`config.mk`:
```
export PLATFORM = sky130hd
export DESIGN_NAME = serial_adder
export DESIGN_NICKNAME = d
export VERILOG_FILES = /design/src/rtl/serial_adder.sv
export SDC_FILE = /design/constraint.sdc
export NUM_CORES = 1
export LEC_CHECK = 0
export ABC_AREA = 0
export CORE_ASPECT_RATIO = 1.2
export CORE_MARGIN = 5
export CORE_UTILIZATION = 25
export DETAILED_ROUTE_END_ITERATION = 7
export DONT_BUFFER_PORTS = 1
export GPL_ROUTABILITY_DRIVEN = 0
export SETUP_SLACK_MARGIN = 0.02
export SYNTH_ARGS = -nofsm -noshare
export SYNTH_HDL_FRONTEND = slang
export SYNTH_SLANG_ARGS = --single-unit
```
`constraint.sdc`:
```
create_clock -name clk -period 3.15 [get_ports clk]
set_input_delay 0.63 -clock clk [delete_from_list [all_inputs] [get_ports clk]]
set_output_delay 0.63 -clock clk [all_outputs]
set_load 0.01 [all_outputs]
```
`src/rtl/serial_adder.sv`:
```
// serial_adder: bit-serial unsigned adder, one full-adder slice per clock, LSB first.
module serial_adder #(
  parameter int WIDTH = 8
) (
  input  logic             clk,
  input  logic             rst,
  input  logic             start,
  input  logic [WIDTH-1:0] a,
  input  logic [WIDTH-1:0] b,
  output logic             busy,
  output logic             done,
  output logic [WIDTH-1:0] sum,
  output logic             cout
);
  localparam int CW = $clog2(WIDTH);
  typedef enum logic {IDLE, RUN} state_t;
  state_t           state_q;
  logic [WIDTH-1:0] a_sh_q, b_sh_q, res_q, res_d, sum_q;
  logic [CW-1:0]    cnt_q;
  logic             carry_q, carry_d, bit_d, busy_q, done_q, cout_q;
  always_comb begin
    bit_d   = a_sh_q[0] ^ b_sh_q[0] ^ carry_q;
    carry_d = (a_sh_q[0] & b_sh_q[0]) | (carry_q & (a_sh_q[0] ^ b_sh_q[0]));
    res_d   = {bit_d, res_q[WIDTH-1:1]};
  end
  always_ff @(posedge clk or posedge rst) begin
    if (rst) begin
      state_q <= IDLE;
      a_sh_q  <= '0;
      b_sh_q  <= '0;
      res_q   <= '0;
      sum_q   <= '0;
      cnt_q   <= '0;
      carry_q <= 1'b0;
      busy_q  <= 1'b0;
      done_q  <= 1'b0;
      cout_q  <= 1'b0;
    end else begin
      done_q <= 1'b0;
      if (state_q == IDLE) begin
        if (start) begin
          a_sh_q  <= a;
          b_sh_q  <= b;
          carry_q <= 1'b0;
          cnt_q   <= '0;
          busy_q  <= 1'b1;
          state_q <= RUN;
        end
      end else begin
        a_sh_q  <= a_sh_q >> 1;
        b_sh_q  <= b_sh_q >> 1;
        carry_q <= carry_d;
        res_q   <= res_d;
        // the counter stops at WIDTH-1 so it never wraps within an operation
        if (cnt_q == CW'(WIDTH - 1)) begin
          sum_q   <= res_d;
          cout_q  <= carry_d;
          done_q  <= 1'b1;
          busy_q  <= 1'b0;
          state_q <= IDLE;
        end else begin
          cnt_q <= cnt_q + 1'b1;
        end
      end
    end
  end
  assign busy = busy_q;
  assign done = done_q;
  assign sum  = sum_q;
  assign cout = cout_q;
endmodule

```
* Word-level counts from Yosys, hierarchy flattened
Cells that the tools add are included.
W data, S select, Z words.
** Storage, ports and cells
- Output and inout port bits :: 11
- Input port bits :: 19
- Logic and storage cells :: 40
- Bits in registers :: 40
** Cells by class
- Equality and inequality tests :: 3
- Add/sub/neg operators :: 1
- Bitwise logic cells :: 5
- Reduce and logical (&&, ||, !) cells :: 4
- Mux-type cells :: 17
** Operators with widths (number)
- $mux W8 :: 4
- $mux W1 :: 10
- $mux W3 :: 3
- $reduce_and A2 Y1 :: 3
- $add A3 B1 Y3 const B :: 1
- $eq A3 B3 Y1 const B :: 1
- $and A1 B1 Y1 :: 2
- $ne A2 B1 Y1 const B :: 1
- $ne A2 B2 Y1 const B :: 1
- $reduce_bool A2 Y1 :: 1
- $xor A1 B1 Y1 :: 2
- $or A1 B1 Y1 :: 1

* Logic depth before layout (Yosys ltp)
Gate-level depths: netlist of the first run.
- Depth after elaboration :: 4
- Mapped depth :: 5
- Depth with buffers taken out :: 4

* Worst setup path before layout of the first run
No wires, ideal clock.
- Kind :: reg2reg
- Start :: register cnt_q[0]
- End :: register cnt_q[1]
- Path buffers :: 1
- Cell stages (with the launch flop) :: 6
- Arrival :: 1.362 ns
- Clock period less this slack :: 1.483 ns
- Setup slack :: 1.667 ns
- Setup time :: 0.121 ns
- Cells stage by stage :: dfrtp_1 > ha_1 > ha_1 > buf_6 > mux2_4 > a22o_1
** On the way
- Longest elaborated chain between the ends :: 3
** RTL lines
- start: declaration :: RTL line 19 : logic [CW-1:0] cnt_q;
- start signal: assignment :: RTL line 62 : cnt_q <= cnt_q + 1'b1;
- $add A3 B1 Y3 or $eq A3 B3 Y1 (tied branches) :: RTL line 62, 55
- $mux W3 or $ne A2 B2 Y1 (tied branches)
- $mux W3 or $reduce_and A2 Y1 (tied branches)
Several ways; a longest one is shown, not always the timed one. The select of a mux whose other input is x is not followed.
A chain may end at the register's enable or synchronous reset.

* Worst setup path in the final report of the first run
- Start :: register state_q
- End :: register sum_q[7], in the netlist sum[7]
** On the way
- Longest elaborated chain between the ends :: 1
** RTL lines
- start: declaration :: RTL line 17 : state_t state_q;
- start signal: assignment :: RTL line 28 : state_q <= IDLE;
- start signal: assignment :: RTL line 47 : state_q <= RUN;
- start signal: assignment :: RTL line 60 : state_q <= IDLE;
- $reduce_and A2 Y1 (no line)
- end signal: assignment :: RTL line 56 : sum_q <= res_d;
- end: declaration :: RTL line 18 : logic [WIDTH-1:0] a_sh_q, b_sh_q, res_q, res_d, sum_q;
No other way between the ends.

==> impl_metrics.csv, run 1 <==
group,metric,value,unit
die,core,6810,sq um
timing,slew_headroom,33.9,%
logic_synthesis,ys_seq_area_share,55.8,%
timing,timing_worst_slew_pin_value,991,ps
drt,detail_route.drc_violations,0,
timing,sum_of_negative_setup_slack,0,ps
layout,post_layout_nonfiller_instances,222,
critical_path,timing.critical_path.arrival,1840,ps
die,dieHeight,102,microns
critical_path,cp_data_required_time,3320,ps
layout,antenna_cells_inserted,0,
pwr,power.ir.vdd_worst,0.366,mV
drt,via_per_inst,4.21,
critical_path,crit_start,"state_q",
layout,layout-drive-gt1-share,20.7,%
placement,dp_cells,214,
global_route,pin_count_of_the_biggest_net_entering_global_routing,26,
drt,detail_route.wirelength,3.01,mm
logic_synthesis,synth-warning-count,0,
critical_path,cp_max_fanout,25,
critical_path,worst-setup-path-type,"reg2reg",
die,row_count,33,
timing,layout_worst_path_cycle_share,53.0,%
critical_path,crit_cells,2,
critical_path,path_delay_family,"flip-flops",
critical_path,critical_path.cell_chain,"nand2_8 -> mux2_4",
pwr,cellLeakagePower,0.936,nW
global_route,first_global_vias,946,
critical_path,critical_path.reg2reg.endpoint,"sum[7]",
clock_tree,holdBufCountCts,0,
logic_synthesis,mappedNetlistArea,1750,sq um
drt,detail_route.first_pass.iterations,4,
clock_tree,cts_resized,0,
timing,final.setup_skew,4.11,ps
clock_tree,tritoncts,"done",
die,floorplan.die_area,8780,sq um
logic_synthesis,ys_types,22,
clock_tree,longest_clk_path_bufs,2,
drt,drtAntennaViolNets,0,
global_route,grt_util_all_layers,7.64,%
clock_tree,clockRootBuffer,"sky130_fd_sc_hd__clkbuf_8",
clock_tree,clk_transition_reported_paths,70,ps
clock_tree,worst_skew_pair.late_latency,280,ps
logic_synthesis,syn-instance-count,132,
pwr,power.density_cell_area,964,nW/um^2
die,pin_count,30,
die,dieWidth,86.4,microns
logic_synthesis,ys_seq_elements,39,
layout,layout.cells.most_common,"sky130_fd_sc_hd__dfrtp_1",
clock_tree,cts-buffers-inserted,5,
layout,finish.utilization,28.2,%
drt,average_wire_per_standard_cell,13.6,microns
global_route,gr-total-overflow,0,
clock_tree,post-cts-setup-buffer-count,0,
status,status,"finished clean",
timing,drv_slew,0,
placement,detailedPlacementHpwl,2.10,mm
timing,grt_setup_unrepaired,"false",
logic_synthesis,syn-mean-instance-area,13.3,sq um
logic_synthesis,synth_fp_nets,155,
timing,post-route-min-period,1670,ps
global_route,first_pass_grt_wire_length,5.08,mm
layout,most-common-layout-cells,"sky130_fd_sc_hd__dfrtp_1 (39), sky130_fd_sc_hd__mux2i_1 (18), sky130_fd_sc_hd__nand2_1 (15), sky130_fd_sc_hd__o21ai_0 (15), sky130_fd_sc_hd__mux2_4 (13)",
placement,io_buffers,0,
die,initial_util,25.7,%
critical_path,crit_path_end,"sum[7]",
clock_tree,cts_sinks,39,
layout,finalNetCount,157,
timing,finalHoldViolCount,0,
flow_run,cap_viol_max_count,0,
global_route,antenna_found_initial,0,
critical_path,r2r_slack,1480,ps
critical_path,startpoint_of_the_lowest_slack_register_to_register_path,"state_q",
critical_path,cp.buffers_inverters,0,
timing,final-setup-viol-count,0,
min_path,worst_hold_path_type,"in2async",
drt,drt_iter0_markers,41,
critical_path,cpMaxStageDelayCell,"sky130_fd_sc_hd__dfrtp_1",
drt,dr_total_vias,934,
clock_tree,cts-htree-levels,2,
critical_path,setup.worst_path.end_class,"flop",
timing,maxClockFrequency,599,MHz
critical_path,r2r.worst_path.cells,2,
layout,syn2layout_area_growth,9.65,%
critical_path,cpPeakStageDelay,1000,ps
critical_path,setup.worst_path.start_class,"flop",
cells in the mapped netlist:
| master | number | area [sq um] |
|---|---|---|
| sky130_fd_sc_hd__buf_2 | 2 | 10.0 |
| sky130_fd_sc_hd__xnor2_1 | 1 | 8.76 |
| sky130_fd_sc_hd__buf_6 | 3 | 33.8 |
| sky130_fd_sc_hd__nand2b_1 | 2 | 12.5 |
| sky130_fd_sc_hd__mux2i_1 | 18 | 180 |
| sky130_fd_sc_hd__a21o_1 | 1 | 7.51 |
| sky130_fd_sc_hd__o22ai_1 | 1 | 6.26 |
| sky130_fd_sc_hd__nor2_1 | 4 | 15.0 |
| sky130_fd_sc_hd__mux2_2 | 4 | 45.0 |
| sky130_fd_sc_hd__fa_1 | 1 | 20.0 |
| sky130_fd_sc_hd__a22o_1 | 1 | 8.76 |
| sky130_fd_sc_hd__mux2_4 | 13 | 195 |
| sky130_fd_sc_hd__inv_1 | 3 | 11.3 |
| sky130_fd_sc_hd__o21ai_0 | 15 | 75.1 |
| sky130_fd_sc_hd__buf_4 | 2 | 15.0 |
| sky130_fd_sc_hd__clkbuf_1 | 1 | 3.75 |
| sky130_fd_sc_hd__nor3b_1 | 1 | 7.51 |
| sky130_fd_sc_hd__a21oi_1 | 1 | 5.00 |
| sky130_fd_sc_hd__nand2_1 | 15 | 56.3 |
| sky130_fd_sc_hd__dfrtp_1 | 39 | 976 |
| sky130_fd_sc_hd__ha_1 | 3 | 37.5 |
| sky130_fd_sc_hd__nand2_8 | 1 | 20.0 |
cell type report:
class                   count  area (sq um)
well taps                  87           109
clock buffers               8           100
flip-flops and latches     39           976
fillers                   703          4890
inverters                   3          11.3
multi-input cells          82           701
repair buffers              3          22.5
through the flow:
stage	cell area, sq um	worst slack (ps)	hold WS, ps	total power [mW]
6_report	1920	1480	260	1.85
5_1_grt	1920	1370	319	1.99
4_1_cts	1920	1450	283	1.89
2_1_floorplan	1750	1630	452	1.42
3_3_place_gp	1820	1540	467	1.48
3_5_place_dp	1820	1450	469	1.51
layer usage:
metal | up-vias | GRT usage (%) | part of all wire [%]
li1 | 453 | - | -
met1 | 449 | 9.44 | 47
met2 | 27 | 11.0 | 43
met3 | 5 | 4.15 | 8.8
met4 | 0 | 3.24 | 1.4
met5 | - | 0 | 0
power breakdown:
group	internal [mW]	switching [mW]	total (mW)
clock	0.200	0.167	0.367
sequential	0.711	0.228	0.939
combinational	0.347	0.198	0.545
how the worst min path moves through the flow:
stage	slack [ps]	end	cells past startpoint
finish	260	res_q[4]	1
global route	320	sum[3]	1
CTS	280	state_q	1
detailed placement	470	b_sh_q[1]	2
global placement	470	b_sh_q[1]	2
floorplan	450	a_sh_q[0]	2
sequential cells by signal, indices dropped and copies added (netlist names):
name and count:
a_sh_q 8, b_sh_q 8, busy 1, carry_q 1
cnt_q 3, cout 1, done 1, res_q 7
state_q 1, sum 8
cells by family after synthesis:
| kind of cell | synth area share, % |
|---|---|
| muxes | 24.0 |
| adders and majority gates | 3.29 |
| xor gates and xnor gates | 0.500 |
| and+or+nand+nor | 6.36 |
| buffers and inverters | 4.22 |
| AOI/OAI and AO/OA | 5.86 |
| DFF | 55.8 |
Note: power is estimated with default switching activity, not from simulation.
==> run 2, diff against run 1 <==
==> constraint.sdc (replaced) <==
create_clock -name clk -period 1.8 [get_ports clk]
set_input_delay 0.36 -clock clk [delete_from_list [all_inputs] [get_ports clk]]
set_output_delay 0.36 -clock clk [all_outputs]
set_load 0.01 [all_outputs]
==> run 2 against run 1 <==
  * Critical path depth increased by 2
  * First-iteration DRC count increased by 9.8%
  * Fmax increased by 6.5%
==> impl_metrics.csv, run 2 (same netlist as run 1, synthesis figures left out) <==
group,metric,value,unit
clock_tree,holdBufCountCts,1,
clock_tree,worst_skew_pair.late_latency,280,ps
timing,fin_worst_hold_slack,201,ps
layout,antenna_cells_inserted,0,
drt,average_wire_per_standard_cell,13.0,microns
critical_path,startpoint_of_the_lowest_slack_register_to_register_path,"cnt_q[1]",
layout,layout.cells.most_common,"sky130_fd_sc_hd__dfrtp_1",
drt,detail_route.drc_violations,0,
critical_path,crit_start,"cnt_q[1]",
critical_path,cp_max_fanout,5,
timing,finalHoldViolCount,0,
timing,final.setup_skew,5.66,ps
pwr,power.density_cell_area,1640,nW/um^2
layout,syn2layout_area_growth,9.58,%
timing,slew_headroom,62.1,%
global_route,antenna_found_initial,0,
clock_tree,cts_sinks,39,
global_route,gr-total-overflow,0,
critical_path,cp_data_required_time,1980,ps
critical_path,timing.critical_path.arrival,1750,ps
timing,timing_worst_slew_pin_value,569,ps
layout,fillCellCount,693,
global_route,first_global_vias,1047,
pwr,cellLeakagePower,0.935,nW
timing,maxClockFrequency,637,MHz
critical_path,setup.worst_path.end_class,"flop",
clock_tree,cts-htree-levels,2,
clock_tree,tritoncts,"done",
timing,drv_slew,0,
layout,final-seq-area,976,sq um
die,core,6810,sq um
drt,drt_iter0_markers,45,
critical_path,setup.worst_path.start_class,"flop",
clock_tree,cts-buffers-inserted,5,
drt,dr_total_vias,951,
die,dieHeight,102,microns
layout,finalNetCount,159,
status,status,"finished clean",
flow_run,cap_viol_max_count,0,
timing,grt_setup_unrepaired,"false",
timing,layout_worst_path_cycle_share,87.2,%
clock_tree,longest_clk_path_bufs,2,
timing,post-route-min-period,1570,ps
clock_tree,cts_resized,0,
placement,io_buffers,0,
critical_path,worst-setup-path-type,"reg2reg",
global_route,pin_count_of_the_biggest_net_entering_global_routing,23,
layout,layout-drive-gt1-share,20.4,%
clock_tree,clockRootBuffer,"sky130_fd_sc_hd__clkbuf_8",
min_path,worst_hold_path_type,"in2reg",
die,row_count,33,
layout,most-common-layout-cells,"sky130_fd_sc_hd__dfrtp_1 (39), sky130_fd_sc_hd__mux2i_1 (18), sky130_fd_sc_hd__nand2_1 (15), sky130_fd_sc_hd__o21ai_0 (15), sky130_fd_sc_hd__mux2_4 (13)",
pwr,power.ir.vdd_worst,0.583,mV
timing,final-setup-viol-count,0,
global_route,grt_util_all_layers,7.71,%
placement,detailedPlacementHpwl,2.01,mm
die,initial_util,25.7,%
die,pin_count,30,
drt,detail_route.wirelength,2.91,mm
die,floorplan.die_area,8780,sq um
clock_tree,clk_transition_reported_paths,70,ps
timing,sum_of_negative_setup_slack,0,ps
min_path,worstHoldStart,"start",
layout,multi_input_area,701,sq um
drt,drtAntennaViolNets,0,
die,dieWidth,86.4,microns
drt,via_per_inst,4.25,
global_route,first_pass_grt_wire_length,5.03,mm
clock_tree,post-cts-setup-buffer-count,0,
drt,detail_route.first_pass.iterations,3,
run 2: cell count changes in the layout (fill, tap and decap cells not counted), sizes merged:
| cell | previous run | this run |
|---|---|---|
| buf | 3 | 4 |
| clkbuf | 8 | 7 |
| clkinv | 0 | 1 |
| dlygate4sd3 | 0 | 1 |
run 2: metrics by stage:
stage               area, sq um  worst slack [ps]  power (mW)  cells  utilization, %
global placement           1830               276        2.60    215            26.8
global route               1920               164        3.43    224            28.2
finish                     1920               231        3.15    224            28.2
CTS                        1920               227        3.21    224            28.2
detailed placement         1830               242        2.64    215            26.8
floorplan                  1750               317        2.48    132               -
run 2: path summary, 6_finish.rpt:
kind	endpoint	slack, ps	cells past startpoint
worst max-delay path	cnt_q[1]	230	4
worst max register to register	cnt_q[1]	230	4
min in group asynchronous	sum[4]	560	3
max in group asynchronous	a_sh_q[5]	980	3
worst min register to register	b_sh_q[2]	480	2
worst min-delay path	carry_q	200	1
run 2: critical path: stages, from the launching register on:
cell and delay [ps]:
sky130_fd_sc_hd__dfrtp_1 380, sky130_fd_sc_hd__ha_1 180, sky130_fd_sc_hd__ha_1 390, sky130_fd_sc_hd__mux2_4 330
sky130_fd_sc_hd__a22o_1 170
run 2: cell type report:
class | instances | area share, %
multi-input combinational | 82 | 36.5
tap | 87 | 5.68
inverter | 3 | 0.587
clock inverter | 1 | 0.261
timing repair buffer | 5 | 2.09
sequential | 39 | 50.9
clock buffer | 7 | 3.98
run 2: report_power, final:
group | total (mW) | switching (mW) | internal [mW]
registers | 1.59 | 0.343 | 1.25
clock network | 0.562 | 0.290 | 0.272
logic | 1.00 | 0.385 | 0.617
total | 3.15 | 1.02 | 2.13
run 2: metal layers:
metal	vias up	share of wire [%]	track usage (%)
met1	462	44	8.54
li1	457	-	-
met4	0	1.9	4.32
met3	5	8.3	3.99
met5	-	0	0
met2	27	46	11.9
==> run 3, diff against run 2 <==
--- a/config.mk
+++ b/config.mk
@@ -8,7 +8,7 @@
 export ABC_AREA = 0
 export CORE_ASPECT_RATIO = 1.2
 export CORE_MARGIN = 5
-export CORE_UTILIZATION = 25
+export CORE_UTILIZATION = 30
 export DETAILED_ROUTE_END_ITERATION = 7
 export DONT_BUFFER_PORTS = 1
 export GPL_ROUTABILITY_DRIVEN = 0
==> run 3 against run 2 <==
  * Via count increased by 1.2%
  * Critical path depth unchanged
  * Final area decreased by 0.13%
  * First-iteration DRC count decreased by 2.2%
  * Clock power increased by 12%
  * Sequential cell count unchanged
  * Global-route usage increased by 1.8 points
==> impl_metrics.csv, run 3 (same netlist as run 1, synthesis figures left out) <==
group,metric,value,unit
pwr,total_power,3.27,mW
timing,worst_setup_slack_after_layout,185,ps
drt,dr_total_vias,962,
timing,final.setup_skew,3.31,ps
timing,finalHoldViolCount,0,
global_route,groute.layer.met1.usage,10.1,%
status,status,"finished clean",
critical_path,timing.critical_path.arrival,1790,ps
global_route,gr-total-overflow,0,
pwr,power.ir.vdd_worst,0.408,mV
placement,dp_slack,188,ps
clock_tree,worst_skew_pair.late_latency,280,ps
global_route,grt_use_met3,4.61,%
clock_tree,tritoncts,"done",
placement,io_buffers,0,
global_route,pin_count_of_the_biggest_net_entering_global_routing,40,
clock_tree,clockRootBuffer,"sky130_fd_sc_hd__clkbuf_8",
die,row_count,30,
layout,most-common-layout-cells,"sky130_fd_sc_hd__dfrtp_1 (39), sky130_fd_sc_hd__mux2i_1 (18), sky130_fd_sc_hd__nand2_1 (15), sky130_fd_sc_hd__o21ai_0 (15), sky130_fd_sc_hd__mux2_4 (13)",
critical_path,worst-setup-path-type,"reg2reg",
drt,average_wire_per_standard_cell,14.4,microns
timing,drv_slew,0,
clock_tree,holdBufCountCts,0,
layout,stdcell_area,1920,sq um
die,pin_count,30,
timing,grt_setup_unrepaired,"false",
global_route,groute.layer.met2.usage,15.0,%
clock_tree,cts-buffers-inserted,5,
layout,finish.utilization,33.8,%
die,dieHeight,93.7,microns
pwr,power.density_cell_area,1710,nW/um^2
layout,antenna_cells_inserted,0,
clock_tree,longest_clk_path_bufs,2,
layout,layout-drive-gt1-share,20.1,%
die,core,5670,sq um
drt,detail_route.drc_violations,0,
drt,drtAntennaViolNets,0,
timing,post-route-min-period,1610,ps
clock_tree,clk_transition_reported_paths,70,ps
flow_run,cap_viol_max_count,0,
critical_path,setup.worst_path.start_class,"flop",
clock_tree,cts_resized,0,
placement,detailedPlacementHpwl,2.17,mm
drt,detail_route.first_pass.iterations,4,
drt,via_per_inst,4.50,
die,dieWidth,79.7,microns
layout,finalNetCount,156,
die,floorplan.die_area,7470,sq um
timing,sum_of_negative_setup_slack,0,ps
placement,post_dp_cell_area,1820,sq um
clock_tree,cts-htree-levels,2,
global_route,antenna_found_initial,0,
layout,syn2layout_area_growth,9.44,%
clock_tree,post-cts-setup-buffer-count,0,
critical_path,cp_max_fanout,5,
clock_tree,cts_sinks,39,
die,initial_util,30.9,%
timing,timing_worst_slew_pin_value,654,ps
critical_path,cp_data_required_time,1970,ps
drt,drt_iter0_markers,44,
timing,slew_headroom,56.4,%
global_route,grt_most_used_layer,"met2",
timing,maxClockFrequency,619,MHz
layout,layout.cells.most_common,"sky130_fd_sc_hd__dfrtp_1",
global_route,first_global_vias,1050,
timing,final-setup-viol-count,0,
global_route,first_pass_grt_wire_length,5.24,mm
pwr,cellLeakagePower,0.937,nW
timing,layout_worst_path_cycle_share,89.7,%
min_path,worst_hold_path_type,"in2async",
drt,detail_route.wirelength,3.08,mm
critical_path,setup.worst_path.end_class,"flop",
global_route,grt_util_all_layers,9.46,%
run 3: final timing paths:
path / cells after the start / slack (ps) / from / endpoint
min in group clk: 1 / 190 / start / carry_q
max in group asynchronous: 2 / 1390 / rst / carry_q
worst min-delay path: 2 / 80 / rst / res_q[2]
worst max register to register: 4 / 190 / cnt_q[0] / cnt_q[1]
worst max-delay path: 4 / 190 / cnt_q[0] / cnt_q[1]
worst min register to register: 2 / 490 / b_sh_q[1] / b_sh_q[0]
run 3: layer usage:
| layer | share of wire, % | vias up | routed length (microns) |
|---|---|---|---|
| met5 | 0 | - | 0 |
| met4 | 2.3 | 0 | 72 |
| met3 | 7.4 | 4 | 229 |
| met2 | 50 | 24 | 1540 |
| met1 | 40 | 483 | 1240 |
| li1 | - | 451 | - |
run 3: metrics by stage:
| step | cells | hold WS (ps) |
|---|---|---|
| after floorplan | 132 | 452 |
| after detailed placement | 206 | 399 |
| after global routing | 214 | 120 |
| after CTS | 214 | 81.7 |
| final | 214 | 80.5 |
| after global placement | 206 | 387 |
run 3: critical path: stages, from the launching register on:
cell and delay (ps):
sky130_fd_sc_hd__dfrtp_1 390, sky130_fd_sc_hd__ha_1 190, sky130_fd_sc_hd__ha_1 390, sky130_fd_sc_hd__mux2_4 330, sky130_fd_sc_hd__a22o_1 190
run 3: power breakdown:
group | internal (mW) | leakage [nW] | switching [mW]
clock | 0.349 | 0.0515 | 0.282
combinational | 0.631 | 0.384 | 0.397
sequential | 1.25 | 0.502 | 0.362
run 3: layout make-up:
class,instances,area (sq um)
clock buffer,8,100
fill,563,3750
inverter,3,11.3
multi-input combinational,82,701
sequential,39,976
tap,80,100
timing repair buffer,2,27.5
